File: src/rtl/dds_param_loader.sv
// SPI-slave parameter front end for the DDS: shadow writes, atomic commit to active outputs.
// Optional readback of the addressed shadow register on spi_miso: define DDS_PARAM_READBACK_EN.
module dds_param_loader #(
    parameter int          SYNC_STAGES = 2,
    parameter logic [2:0]  DEF_MODE    = 3'd0,
    parameter logic [23:0] DEF_FC      = 24'd0
) (
    input  logic        clk_100M,
    input  logic        rst_n,
    input  logic        spi_sck,
    input  logic        spi_cs_n,
    input  logic        spi_mosi,
    output logic        spi_miso,
    output logic [2:0]  mode,
    output logic [23:0] fc,
    output logic [23:0] fs,
    output logic [3:0]  ma,
    output logic [15:0] fd,
    output logic [15:0] pd,
    output logic [15:0] sequenceCode,
    output logic        update_pulse,
    output logic        frame_err
);

    typedef enum logic [1:0] {
        ST_IDLE  = 2'd0,
        ST_SHIFT = 2'd1,
        ST_EXEC  = 2'd2
    } state_t;

    state_t state_r;

    logic [SYNC_STAGES-1:0] sck_sync_r;
    logic [SYNC_STAGES-1:0] cs_sync_r;
    logic [SYNC_STAGES-1:0] mosi_sync_r;
    logic                   sck_d_r;
    logic                   cs_d_r;
    logic                   sck_s;
    logic                   cs_s;
    logic                   mosi_s;
    logic                   sck_rise_s;
    logic                   cs_fall_s;
    logic                   cs_rise_s;

    logic [31:0] shift_r;
    logic [5:0]  bit_cnt_r;
    logic [7:0]  addr_s;
    logic [23:0] data_s;
    logic        frame_ok_s;

    logic [2:0]  mode_sh_r;
    logic [23:0] fc_sh_r;
    logic [23:0] fs_sh_r;
    logic [3:0]  ma_sh_r;
    logic [15:0] fd_sh_r;
    logic [15:0] pd_sh_r;
    logic [15:0] seq_sh_r;

    // Synchroniser chains plus delayed copies for edge detection; the cs_n chain resets low so a
    // select already held low at reset release never looks like a fresh falling edge.
    always_ff @(posedge clk_100M or negedge rst_n) begin
        if (!rst_n) begin
            sck_sync_r  <= '0;
            cs_sync_r   <= '0;
            mosi_sync_r <= '0;
            sck_d_r     <= 1'b0;
            cs_d_r      <= 1'b0;
        end else begin
            sck_sync_r  <= {sck_sync_r[SYNC_STAGES-2:0], spi_sck};
            cs_sync_r   <= {cs_sync_r[SYNC_STAGES-2:0], spi_cs_n};
            mosi_sync_r <= {mosi_sync_r[SYNC_STAGES-2:0], spi_mosi};
            sck_d_r     <= sck_s;
            cs_d_r      <= cs_s;
        end
    end

    assign sck_s      = sck_sync_r[SYNC_STAGES-1];
    assign cs_s       = cs_sync_r[SYNC_STAGES-1];
    assign mosi_s     = mosi_sync_r[SYNC_STAGES-1];
    assign sck_rise_s = sck_s & ~sck_d_r;
    assign cs_fall_s  = ~cs_s & cs_d_r;
    assign cs_rise_s  = cs_s & ~cs_d_r;

    assign addr_s     = shift_r[31:24];
    assign data_s     = shift_r[23:0];
    assign frame_ok_s = (bit_cnt_r == 6'd32) && (addr_s <= 8'h07);

    // Frame FSM, shadow registers and active outputs
    always_ff @(posedge clk_100M or negedge rst_n) begin
        if (!rst_n) begin
            state_r      <= ST_IDLE;
            shift_r      <= 32'd0;
            bit_cnt_r    <= 6'd0;
            mode_sh_r    <= DEF_MODE;
            fc_sh_r      <= DEF_FC;
            fs_sh_r      <= 24'd0;
            ma_sh_r      <= 4'd0;
            fd_sh_r      <= 16'd0;
            pd_sh_r      <= 16'd0;
            seq_sh_r     <= 16'd0;
            mode         <= DEF_MODE;
            fc           <= DEF_FC;
            fs           <= 24'd0;
            ma           <= 4'd0;
            fd           <= 16'd0;
            pd           <= 16'd0;
            sequenceCode <= 16'd0;
            update_pulse <= 1'b0;
            frame_err    <= 1'b0;
        end else begin
            update_pulse <= 1'b0;
            frame_err    <= 1'b0;
            case (state_r)
                ST_IDLE: begin
                    if (cs_fall_s) begin
                        bit_cnt_r <= 6'd0;
                        state_r   <= ST_SHIFT;
                    end else begin
                        state_r   <= ST_IDLE;
                    end
                end
                ST_SHIFT: begin
                    if (cs_rise_s) begin
                        state_r <= ST_EXEC;
                    end else if (sck_rise_s) begin
                        shift_r <= {shift_r[30:0], mosi_s};
                        if (bit_cnt_r != 6'd63) begin
                            bit_cnt_r <= bit_cnt_r + 6'd1;
                        end else begin
                            bit_cnt_r <= bit_cnt_r;
                        end
                    end else begin
                        state_r <= ST_SHIFT;
                    end
                end
                ST_EXEC: begin
                    state_r <= ST_IDLE;
                    if (frame_ok_s) begin
                        case (addr_s)
                            8'h00: mode_sh_r <= data_s[2:0];
                            8'h01: fc_sh_r   <= data_s;
                            8'h02: fs_sh_r   <= data_s;
                            8'h03: ma_sh_r   <= data_s[3:0];
                            8'h04: fd_sh_r   <= data_s[15:0];
                            8'h05: pd_sh_r   <= data_s[15:0];
                            8'h06: seq_sh_r  <= data_s[15:0];
                            8'h07: begin
                                if (data_s[0]) begin
                                    mode         <= mode_sh_r;
                                    fc           <= fc_sh_r;
                                    fs           <= fs_sh_r;
                                    ma           <= ma_sh_r;
                                    fd           <= fd_sh_r;
                                    pd           <= pd_sh_r;
                                    sequenceCode <= seq_sh_r;
                                    update_pulse <= 1'b1;
                                end else begin
                                    update_pulse <= 1'b0;
                                end
                            end
                            default: frame_err <= 1'b0;
                        endcase
                    end else begin
                        frame_err <= 1'b1;
                    end
                end
                default: state_r <= ST_IDLE;
            endcase
        end
    end

`ifdef DDS_PARAM_READBACK_EN
    logic        sck_fall_s;
    logic [7:0]  rd_addr_s;
    logic [23:0] rd_data_s;
    logic        miso_r;
    logic [22:0] tx_sr_r;

    assign sck_fall_s = ~sck_s & sck_d_r;
    assign rd_addr_s  = {shift_r[6:0], mosi_s};

    // Shadow register selected by the address byte completing on this sck edge
    always_comb begin
        rd_data_s = 24'd0;
        case (rd_addr_s)
            8'h00:   rd_data_s = {21'd0, mode_sh_r};
            8'h01:   rd_data_s = fc_sh_r;
            8'h02:   rd_data_s = fs_sh_r;
            8'h03:   rd_data_s = {20'd0, ma_sh_r};
            8'h04:   rd_data_s = {8'd0, fd_sh_r};
            8'h05:   rd_data_s = {8'd0, pd_sh_r};
            8'h06:   rd_data_s = {8'd0, seq_sh_r};
            default: rd_data_s = 24'd0;
        endcase
    end

    // Readback shifter {miso_r, tx_sr_r}; the falling edge right after the load is skipped so
    // the MSB is still on the wire for the first data-phase rising edge.
    always_ff @(posedge clk_100M or negedge rst_n) begin
        if (!rst_n) begin
            miso_r  <= 1'b0;
            tx_sr_r <= 23'd0;
        end else if ((state_r != ST_SHIFT) || cs_rise_s) begin
            miso_r  <= 1'b0;
            tx_sr_r <= 23'd0;
        end else if (sck_rise_s && (bit_cnt_r == 6'd7)) begin
            miso_r  <= rd_data_s[23];
            tx_sr_r <= rd_data_s[22:0];
        end else if (sck_fall_s && (bit_cnt_r >= 6'd9) && (bit_cnt_r <= 6'd32)) begin
            miso_r  <= tx_sr_r[22];
            tx_sr_r <= {tx_sr_r[21:0], 1'b0};
        end else begin
            miso_r  <= miso_r;
            tx_sr_r <= tx_sr_r;
        end
    end

    assign spi_miso = miso_r;
`else
    assign spi_miso = 1'b0;
`endif

endmodule

File: config.mk
export PLATFORM = sky130hd
export DESIGN_NAME = dds_param_loader
export DESIGN_NICKNAME = d
export VERILOG_FILES = /design/src/rtl/dds_param_loader.sv
export SDC_FILE = /design/constraint.sdc
export NUM_CORES = 1
export LEC_CHECK = 0
export CORE_MARGIN = 2
export CORE_UTILIZATION = 39
export CTS_CLUSTER_DIAMETER = 50
export DETAILED_ROUTE_END_ITERATION = 7
export GPL_TIMING_DRIVEN = 0
export PLACE_DENSITY = 0.65
export SLEW_MARGIN = 10
export SYNTH_ARGS = -nofsm -noshare
export SYNTH_HDL_FRONTEND = slang
export SYNTH_SLANG_ARGS = --single-unit
File: constraint.sdc
create_clock -name clk_100M -period 4.2 [get_ports clk_100M]
set_clock_uncertainty 0.05 [all_clocks]
set_input_delay 0.63 -clock clk_100M [delete_from_list [all_inputs] [get_ports clk_100M]]
set_output_delay 0.63 -clock clk_100M [all_outputs]
set_load 0.1 [all_outputs]
==> impl_metrics.tcl, run 1 <==
set metrics [dict create \
    swShare 0.221 \
    leakage_nw 5.96 \
    finish.utilization 0.498 \
    fp.coreArea_sq_um 24500 \
    cts_made_buffers 27 \
    syn_inst 582 \
    timing.final.ws_setup_ns 1.42 \
    crit_slowest_cell "clkdlybuf4s50_1" \
    crit_family "buffers and inverters" \
    power_frac_clock 0.457 \
    grt_use_total 0.154 \
    grt_max_degree 110 \
    ys.flop_type "dfrtp_1" \
    final_cell_count_no_fill 1066 \
    synth-seq-cells 256 \
    drv_slew 0 \
    ctsHtreeMaxLevel 1 \
    p_total_mw 5.06 \
    gp_routability_congestion 0.782 \
    postCtsResizedCells 0 \
    n_antenna_cell 0 \
    cp_max_fo 2 \
    synth-async-reset-ratio 1.00 \
    synth_nets 589 \
    power.internal_mw 3.94 \
    hold_class "register to register" \
    synth_commonest_cells "dfrtp_1 (256), mux2_2 (229), buf_4 (8), nand2_1 (8), mux2_1 (7)" \
    drv_cap 0 \
    worst-setup-path-type "register to primary output" \
    critPathMaxStageDelay_ns 1.16 \
    syn2layout_area_growth_pct 25.0 \
    worst_ep_arrival_time_ns 2.10 \
    rsz0062_at_grt "no" \
    synth_top_cell_by_area "dfrtp_1" \
    max_freq_ghz 0.360 \
    clkLatencyLatePin_ns 0.53 \
    top_layer_used "met4" \
    dr_wl_met3_um 928 \
    max-vdd-ir-drop_uv 241 \
    synth_edf_count 0 \
    placed_cells 1017 \
    via_count 5271 \
    portBuffers 109 \
    detail_route.first_pass.iterations 4 \
    rows 57 \
    grt_pass1_vias 5759 \
    clock-sinks 256 \
    wl_met1_um 9090 \
    start_kind "register" \
    worstMarginPinSlew_ns 1.06 \
    dp_worst_setup_slack_ns 1.49 \
    stdcell_area_sq_um 12200 \
    synth_area_per_cell_sq_um 16.8 \
    ys_seq_area_frac 0.657 \
    antenna_found_initial 0 \
    cp-end-kind "primary output" \
    period_needed_ns 2.78 \
    root_buffer "clkbuf_16" \
    ios 111 \
    grt_pass1_wl_um 31900 \
    critical_path_required_ns 3.52 \
    drt_iter0_drc 249 \
    avgRoutedWirePerCell_um 18.4 \
    p_sw_mw 1.12 \
    p_per_area_nw_per_um2 415 \
    ys_types 40 \
    yosysMostFrequentCell "dfrtp_1" \
    postPlaceCellArea_sq_um 11300 \
    met2_length_um 9200 \
    clk_path_buf_depth 3 \
    drcViolationCount 0 \
    fin_crit_sh 0.661 \
    die-width_um 162 \
    synth_area_sq_um 9750 \
    dieArea_sq_um 26300 \
    nets 730 \
    drtAntennaViolNets 0 \
    critPathBufInv 1 \
    overflow 0 \
    synthTopCellsByArea "dfrtp_1 (66%), mux2_2 (26%), nor4_4 (0.87%)" \
    outcome "completed" \
    synth_top_cell_area_share 0.657 \
    via_per_inst 4.94 \
    dpl.hpwl_um 13400 \
    worstPathCellList "clkdlybuf4s50_1" \
    seqPwrFrac 0.511 \
    yosysWarningCount 0 \
    clk_pin_slew_worst_paths_ns 0.06 \
    final-setup-viol-count 0 \
    drive_above_1_share 0.411 \
    tritoncts "yes" \
    hold_viol_final 0 \
    start_util 0.399 \
    fp.dieH_um 162 \
    slew_headroom 0.290 \
    wirelength_um 19600 \
    comb_power_share 0.032 \
]
[cell type report]
type | instances | area [sq um]
timing repair buffer | 112 | 1160
buffer | 26 | 180
fill | 2072 | 12300
sequential | 256 | 6410
multi-input combinational | 296 | 3150
inverter | 4 | 15.0
clock buffer | 37 | 753
clock inverter | 11 | 120
tap | 324 | 405
[flip-flops by register name (all words and copies together) (netlist names), 6 cells and up]
signal	count
fs	24
fc_sh_r	24
seq_sh_r	16
shift_r	32
fc	24
pd	16
bit_cnt_r	6
fd_sh_r	16
fs_sh_r	24
fd	16
sequenceCode	16
pd_sh_r	16
[power by group through the flow]
stage | sequential (mW) | combinational (mW) | clock [mW]
final | 2.58 | 0.163 | 2.32
after global routing | 2.59 | 0.185 | 2.49
after floorplan | 2.60 | 0.0820 | 0
after CTS | 2.59 | 0.169 | 2.38
after detailed placement | 2.63 | 0.167 | 0
after global placement | 2.63 | 0.152 | 0
[metal layers]
metal,vias up,GRT usage
li1,2375,-
met1,2747,0.214
met2,117,0.251
met3,32,0.0278
met4,0,0.0434
met5,-,0
[stage by stage]
stage,hold slack [ns],TNS [ns]
after floorplan,0.281,0
after global placement,0.288,-1959.00
after detailed placement,0.288,0
after CTS,0.301,0
after global routing,0.303,0
final,0.300,0
[timing repair]
action                                 4_1_cts  5_1_grt
endpoints found under the hold margin       41        0
buffers inserted                             0        0
hold buffers                                 1        0
[cell families (layout without fill, tap and decap cells)]
logic type      Yosys count  after routing  share of synthesized area
other cells               1              1                   0.000384
simple gates             42             42                     0.0375
compound gates           13             13                    0.00834
fa+ha+maj                 2              2                    0.00257
buf+inv                  30            190                     0.0200
mux                     238            238                      0.274
flops                   256            256                      0.657
[cell usage in the layout, fill, tap and decap left out, types with 3 or more instances in the layout]
master           netlist  routed
clkinv_2               0       5
nand2_1                8       8
buf_6                  6       6
mux2_2               229     229
a21oi_1                4       4
clkdlybuf4s50_1        0     108
buf_2                  6       6
buf_4                  8       8
mux2_1                 7       7
and4_1                 3       3
nor4_4                 4       4
clkbuf_16              0      27
dfrtp_1              256     256
clkbuf_1               5      11
clkbuf_8               0       4
o21ai_0                3       3
[path summary, 6_finish.rpt]
kind | from | endpoint | slack, ns | cells past startpoint
min in group asynchronous | rst_n | fs[4] | 0.52 | 2
worst min-delay path | sck_sync_r[0] | sck_sync_r[1] | 0.30 | 0
worst max register to register | bit_cnt_r[4] | fc[5] | 1.47 | 6
max in group asynchronous | rst_n | pd[0] | 2.30 | 4
worst max-delay path | fs[23] | fs[23] | 1.42 | 1
worst min register to register | sck_sync_r[0] | sck_sync_r[1] | 0.30 | 0
(Power assumes the default switching activity.)
==> inputs of run 2 (changes only) <==
--- a/config.mk
+++ b/config.mk
@@ -10,7 +10,7 @@
 export CTS_CLUSTER_DIAMETER = 50
 export DETAILED_ROUTE_END_ITERATION = 7
 export GPL_TIMING_DRIVEN = 0
-export PLACE_DENSITY = 0.65
+export PLACE_DENSITY = 0.67
 export SLEW_MARGIN = 10
 export SYNTH_ARGS = -nofsm -noshare
 export SYNTH_HDL_FRONTEND = slang
==> constraint.sdc (replaced) <==
create_clock -name clk_100M -period 2.5 [get_ports clk_100M]
set_clock_uncertainty 0.05 [all_clocks]
set_input_delay 0.375 -clock clk_100M [delete_from_list [all_inputs] [get_ports clk_100M]]
set_output_delay 0.375 -clock clk_100M [all_outputs]
set_load 0.1 [all_outputs]
==> impl_metrics.tcl, run 2 (synthesis gave the netlist of run 1 again) <==
set metrics [dict create \
    start_util 0.399 \
    hold_class "input port to register" \
    min_path_cells 1 \
    p_total_mw 8.68 \
    cts_made_buffers 28 \
    fp.coreArea_sq_um 24500 \
    rows 57 \
    drive_above_1_share 0.422 \
    placed_cells 1017 \
    ctsHtreeMaxLevel 1 \
    cp.depth 1 \
    rr_worst_depth 7 \
    final-setup-viol-count 0 \
    fp.dieH_um 162 \
    grt_max_degree 122 \
    grt_use_total 0.153 \
    slew_headroom 0.298 \
    wirelength_um 19900 \
    clkLatencyLatePin_ns 0.52 \
    die-width_um 162 \
    ios 111 \
    power.internal_mw 6.82 \
    num-fill-cells 2045 \
    worst_ep_arrival_time_ns 2.04 \
    multiInputGateArea_sq_um 3180 \
    critPathMaxStageDelay_ns 1.15 \
    max-vdd-ir-drop_uv 376 \
    period_needed_ns 2.46 \
    drv_slew 0 \
    stdcell_area_sq_um 12500 \
    root_buffer "clkbuf_16" \
    tritoncts "yes" \
    start_kind "register" \
    cp_max_fo 2 \
    worstMarginPinSlew_ns 1.06 \
    worst-setup-path-type "register to primary output" \
    crit_slowest_cell "clkdlybuf4s50_1" \
    via_count 5312 \
    antenna_found_initial 0 \
    drv_cap 0 \
    drcViolationCount 0 \
    avgRoutedWirePerCell_um 18.5 \
    critPathBufInv 1 \
    drt_iter0_drc 258 \
    max_freq_ghz 0.406 \
    drtAntennaViolNets 0 \
    worstPathCellList "clkdlybuf4s50_1" \
    mostFrequentLayoutCells "dfrtp_1 (256), mux2_2 (229), clkdlybuf4s50_1 (68)" \
    postPlaceCellArea_sq_um 11300 \
    largest_register_ffs 32 \
    dieArea_sq_um 26300 \
    regArea_sq_um 6410 \
    critical_path_required_ns 2.08 \
    overflow 0 \
    swShare 0.214 \
    detail_route.first_pass.iterations 4 \
    fin_crit_sh 0.985 \
    clk_path_buf_depth 3 \
    syn2layout_area_growth_pct 27.8 \
    seqPwrFrac 0.502 \
    gp_routability_congestion 0.799 \
    leakage_nw 6.62 \
    hold_viol_final 0 \
    grt_pass1_vias 5721 \
    power_frac_clock 0.468 \
    dpl.hpwl_um 13300 \
    final_common_cell "dfrtp_1" \
    timing.final.ws_setup_ns 0.0366 \
    clock-sinks 256 \
    comb_power_share 0.030 \
    p_per_area_nw_per_um2 697 \
    n_antenna_cell 0 \
    via_per_inst 4.93 \
    portBuffers 109 \
    cp-end-kind "primary output" \
    crit_family "buffers and inverters" \
    clk_pin_slew_worst_paths_ns 0.06 \
    outcome "completed" \
    grt_pass1_wl_um 31700 \
    dp_worst_setup_slack_ns -0.198 \
    final_cell_count_no_fill 1077 \
    nets 742 \
    p_sw_mw 1.86 \
    top_register "shift_r" \
]
==> run 2: cell type report <==
| type | count | area share |
|---|---|---|
| flip-flops and latches | 256 | 0.514 |
| multi-input cells | 296 | 0.255 |
| repair buffers | 125 | 0.106 |
| clock buffers | 41 | 0.0641 |
| well taps | 324 | 0.0325 |
| plain buffers | 24 | 0.0166 |
| clock inverters | 7 | 0.0102 |
| inverters | 4 | 0.00120 |
==> run 2: timing repair <==
item / in CTS / in global routing
hold buffers: 1 / 0
hold endpoints to repair: 42 / 0
gates cloned: 0 / 2
gates resized for setup: 22 / 34
pin swaps: 3 / 5
buffers inserted: 7 / 4
endpoints found under the setup margin: 155 / 149
==> run 2: per-stage QoR <==
stage	hold WS [ns]	setup TNS, ns	util
global placement	0.288	-2325.76	0.460
CTS	0.217	0	0.503
detailed placement	0.241	-15.63	0.462
finish	0.242	0	0.510
floorplan	0.0294	0	-
global route	0.230	-0.268	0.510
==> run 2: power groups by stage <==
stage	Clock, mW	Combinational (mW)	Sequential [mW]
after floorplan	0	0.138	4.36
after global placement	0	0.253	4.42
after detailed placement	0	0.282	4.42
after CTS	4.17	0.286	4.35
after global routing	4.35	0.290	4.38
final	4.06	0.261	4.36
==> run 2: metal layers <==
layer,global-route usage,wire length (um)
met3,0.0245,804
met5,0,0
met4,0.0358,370
met1,0.212,9170
met2,0.255,9570
==> run 2: final timing paths <==
check | startpoint | end | slack [ns]
worst max-delay path | sequenceCode[15] | sequenceCode[15] | 0.04
worst min-delay path | spi_sck | sck_sync_r[0] | 0.24
worst max register to register | shift_r[30] | seq_sh_r[8] | 0.04
worst min register to register | cs_sync_r[0] | cs_sync_r[1] | 0.30
max in group asynchronous | rst_n | fc[14] | 1.23
min in group asynchronous | rst_n | fs[5] | 0.29
==> run 2: worst register-to-register path, stage by stage (launching register included) <==
cell and delay (ns):
dfrtp_1 0.41, or4_4 0.56, or3_4 0.34, buf_6 0.14, nor4_4 0.13, buf_4 0.19
clkbuf_4 0.19, mux2_2 0.34
==> inputs of run 3 (changes only) <==
--- a/config.mk
+++ b/config.mk
@@ -5,12 +5,12 @@
 export SDC_FILE = /design/constraint.sdc
 export NUM_CORES = 1
 export LEC_CHECK = 0
+export ABC_AREA = 1
 export CORE_MARGIN = 2
-export CORE_UTILIZATION = 39
+export CORE_UTILIZATION = 52
 export CTS_CLUSTER_DIAMETER = 50
 export DETAILED_ROUTE_END_ITERATION = 7
-export GPL_TIMING_DRIVEN = 0
-export PLACE_DENSITY = 0.67
+export PLACE_DENSITY = 0.83
 export SLEW_MARGIN = 10
 export SYNTH_ARGS = -nofsm -noshare
 export SYNTH_HDL_FRONTEND = slang
==> impl_metrics.tcl, run 3 <==
set metrics [dict create \
    post_cts_buffers 0 \
    drv_cap 0 \
    start_util 0.532 \
    fp.coreArea_sq_um 21200 \
    synthTopCellsByArea "dfrtp_1 (57%), nand2_1 (15%), inv_1 (11%)" \
    nets 1529 \
    worst-setup-path-type "register to register" \
    drcViolationCount 0 \
    synth_top_cell_by_area "dfrtp_1" \
    grt_pass1_vias 8413 \
    die-width_um 151 \
    critPathBufInv 1 \
    period_needed_ns 2.16 \
    largest_register_ffs 32 \
    avgRoutedWirePerCell_um 14.0 \
    via_per_inst 4.91 \
    cts_made_buffers 28 \
    yosysMostFrequentCell "nand2_1" \
    postCtsResizedCells 0 \
    synth_edf_count 0 \
    drive_above_1_share 0.119 \
    via_count 8923 \
    grt_max_degree 78 \
    worstMarginPinSlew_ns 0.556 \
    top_register "shift_r" \
    synth-seq-cells 256 \
    reg2reg_to "seq_sh_r[14]" \
    n_antenna_cell 0 \
    min_to "cs_sync_r[0]" \
    ys_seq_area_frac 0.569 \
    synth_area_per_cell_sq_um 7.86 \
    crit_slowest_cell "dfrtp_1" \
    yosysWarningCount 0 \
    synth_commonest_cells "nand2_1 (463), inv_1 (340), dfrtp_1 (256), nand3_1 (217), nor2_1 (33)" \
    leakage_nw 7.96 \
    ys.flop_type "dfrtp_1" \
    dieArea_sq_um 22800 \
    start_kind "register" \
    cp_max_fo 45 \
    r2r_slack_ns 0.34 \
    synth_top_cell_area_share 0.569 \
    max-vdd-ir-drop_uv 502 \
    wirelength_um 25400 \
    crit_top_cell "nand2_1" \
    rr_worst_depth 7 \
    synth-async-reset-ratio 1.00 \
    clkLatencyLatePin_ns 0.55 \
    gp_routability_congestion 0.811 \
    drv_slew 0 \
    outcome "completed" \
    clock-sinks 256 \
    syn2layout_area_growth_pct 19.0 \
    tritoncts "yes" \
    syn_inst 1432 \
    overflow 0 \
    min-delay-start "spi_cs_n" \
    drt_iter0_drc 729 \
    antenna_found_initial 0 \
    fin_tns_setup_ns 0 \
    ys_types 21 \
    clk_path_buf_depth 3 \
    grt_pass1_wl_um 42100 \
    final_common_cell "nand2_1" \
    final-setup-viol-count 0 \
    cp-end-kind "register" \
    synth_area_sq_um 11300 \
    crit_family "simple AND/OR/NAND/NOR gates" \
    fin_crit_sh 0.865 \
    fp.dieH_um 151 \
    dp_worst_setup_slack_ns 0.347 \
    detail_route.first_pass.iterations 5 \
    rows 53 \
    hold_class "input port to register" \
    max_freq_ghz 0.463 \
    synth_nets 1439 \
    p_per_area_nw_per_um2 766 \
    postPlaceCellArea_sq_um 12400 \
    stdcell_area_sq_um 13400 \
    drtAntennaViolNets 0 \
    hold_viol_final 0 \
    critical_path_required_ns 2.87 \
    worstPathCellList "nor2_1 -> nand2_2 -> nor3_4 -> buf_12 -> nand2_1 -> nand2_1 -> nand2_1" \
    critPathMaxStageDelay_ns 0.40 \
    root_buffer "clkbuf_16" \
    r2r-start "shift_r[28]" \
    slew_headroom 0.629 \
    min_path_cells 1 \
    mostFrequentLayoutCells "nand2_1 (463), inv_1 (340), dfrtp_1 (256)" \
    clk_pin_slew_worst_paths_ns 0.06 \
    timing.final.ws_setup_ns 0.338 \
    grt_use_total 0.231 \
    ctsHtreeMaxLevel 1 \
    ios 111 \
    dpl.hpwl_um 15800 \
    portBuffers 109 \
    worst_ep_arrival_time_ns 2.53 \
    rsz0062_at_grt "no" \
]
## run 3: worst max-delay path by stage
stage,startpoint,end,slack (ns),cells after the start
after detailed placement,bit_cnt_r[0],seq_sh_r[14],0.35,10
after global routing,bit_cnt_r[0],seq_sh_r[9],0.12,10
after global placement,bit_cnt_r[0],pd_sh_r[11],0.45,10
after floorplan,bit_cnt_r[0],fc_sh_r[10],0.75,11
final,shift_r[28],seq_sh_r[14],0.34,7
after CTS,shift_r[28],seq_sh_r[14],0.35,7
## run 3: per-stage QoR
step / std cells / hold WS [ns] / util / total power, mW
global route: 1816 / 0.221 / 0.633 / 10.6
floorplan: 1432 / 0.0294 / - / 5.38
detailed placement: 1766 / 0.285 / 0.588 / 6.03
CTS: 1816 / 0.210 / 0.633 / 10.3
global placement: 1766 / 0.281 / 0.588 / 5.97
finish: 1816 / 0.221 / 0.633 / 10.3
## run 3: layer usage
layer / track usage / wire length [um] / vias up
li1: - / - / 4393
met1: 0.323 / 11000 / 4177
met2: 0.377 / 12000 / 292
met3: 0.0343 / 1600 / 61
met4: 0.0710 / 811 / 0
met5: 0 / 0 / -
## run 3: area by class of cell
| type | instances | area (sq um) |
|---|---|---|
| clock buffer | 38 | 788 |
| clock inverter | 11 | 173 |
| fill | 1784 | 7750 |
| inverter | 340 | 1280 |
| multi-input combinational | 764 | 3290 |
| sequential | 256 | 6410 |
| tap | 275 | 344 |
| timing repair buffer | 132 | 1120 |
## run 3: cell families (layout without fill, tap and decap cells)
group,count (synthesis),count (layout),share of synthesized area
buffers and inverters,412,521,0.141
adder cells (fa/ha/maj),2,2,0.00222
multiplexers,1,1,0.00100
AO/OA/AOI/OAI,36,36,0.0160
XOR/XNOR,1,1,0.000778
AND/OR/NAND/NOR,723,723,0.270
other,1,1,0.000333
flip-flops,256,256,0.569
## run 3: power breakdown
| part | internal [mW] | switching, mW | total (mW) |
|---|---|---|---|
| clock | 2.61 | 1.64 | 4.26 |
| sequential | 4.42 | 0.665 | 5.08 |
| combinational | 0.251 | 0.668 | 0.919 |
| total | 7.28 | 2.98 | 10.3 |
## run 3: timing repair
action | in CTS | in global routing
hold buffers | 1 | 0
endpoints found under the setup margin | 0 | 0
hold endpoints to repair | 62 | 0
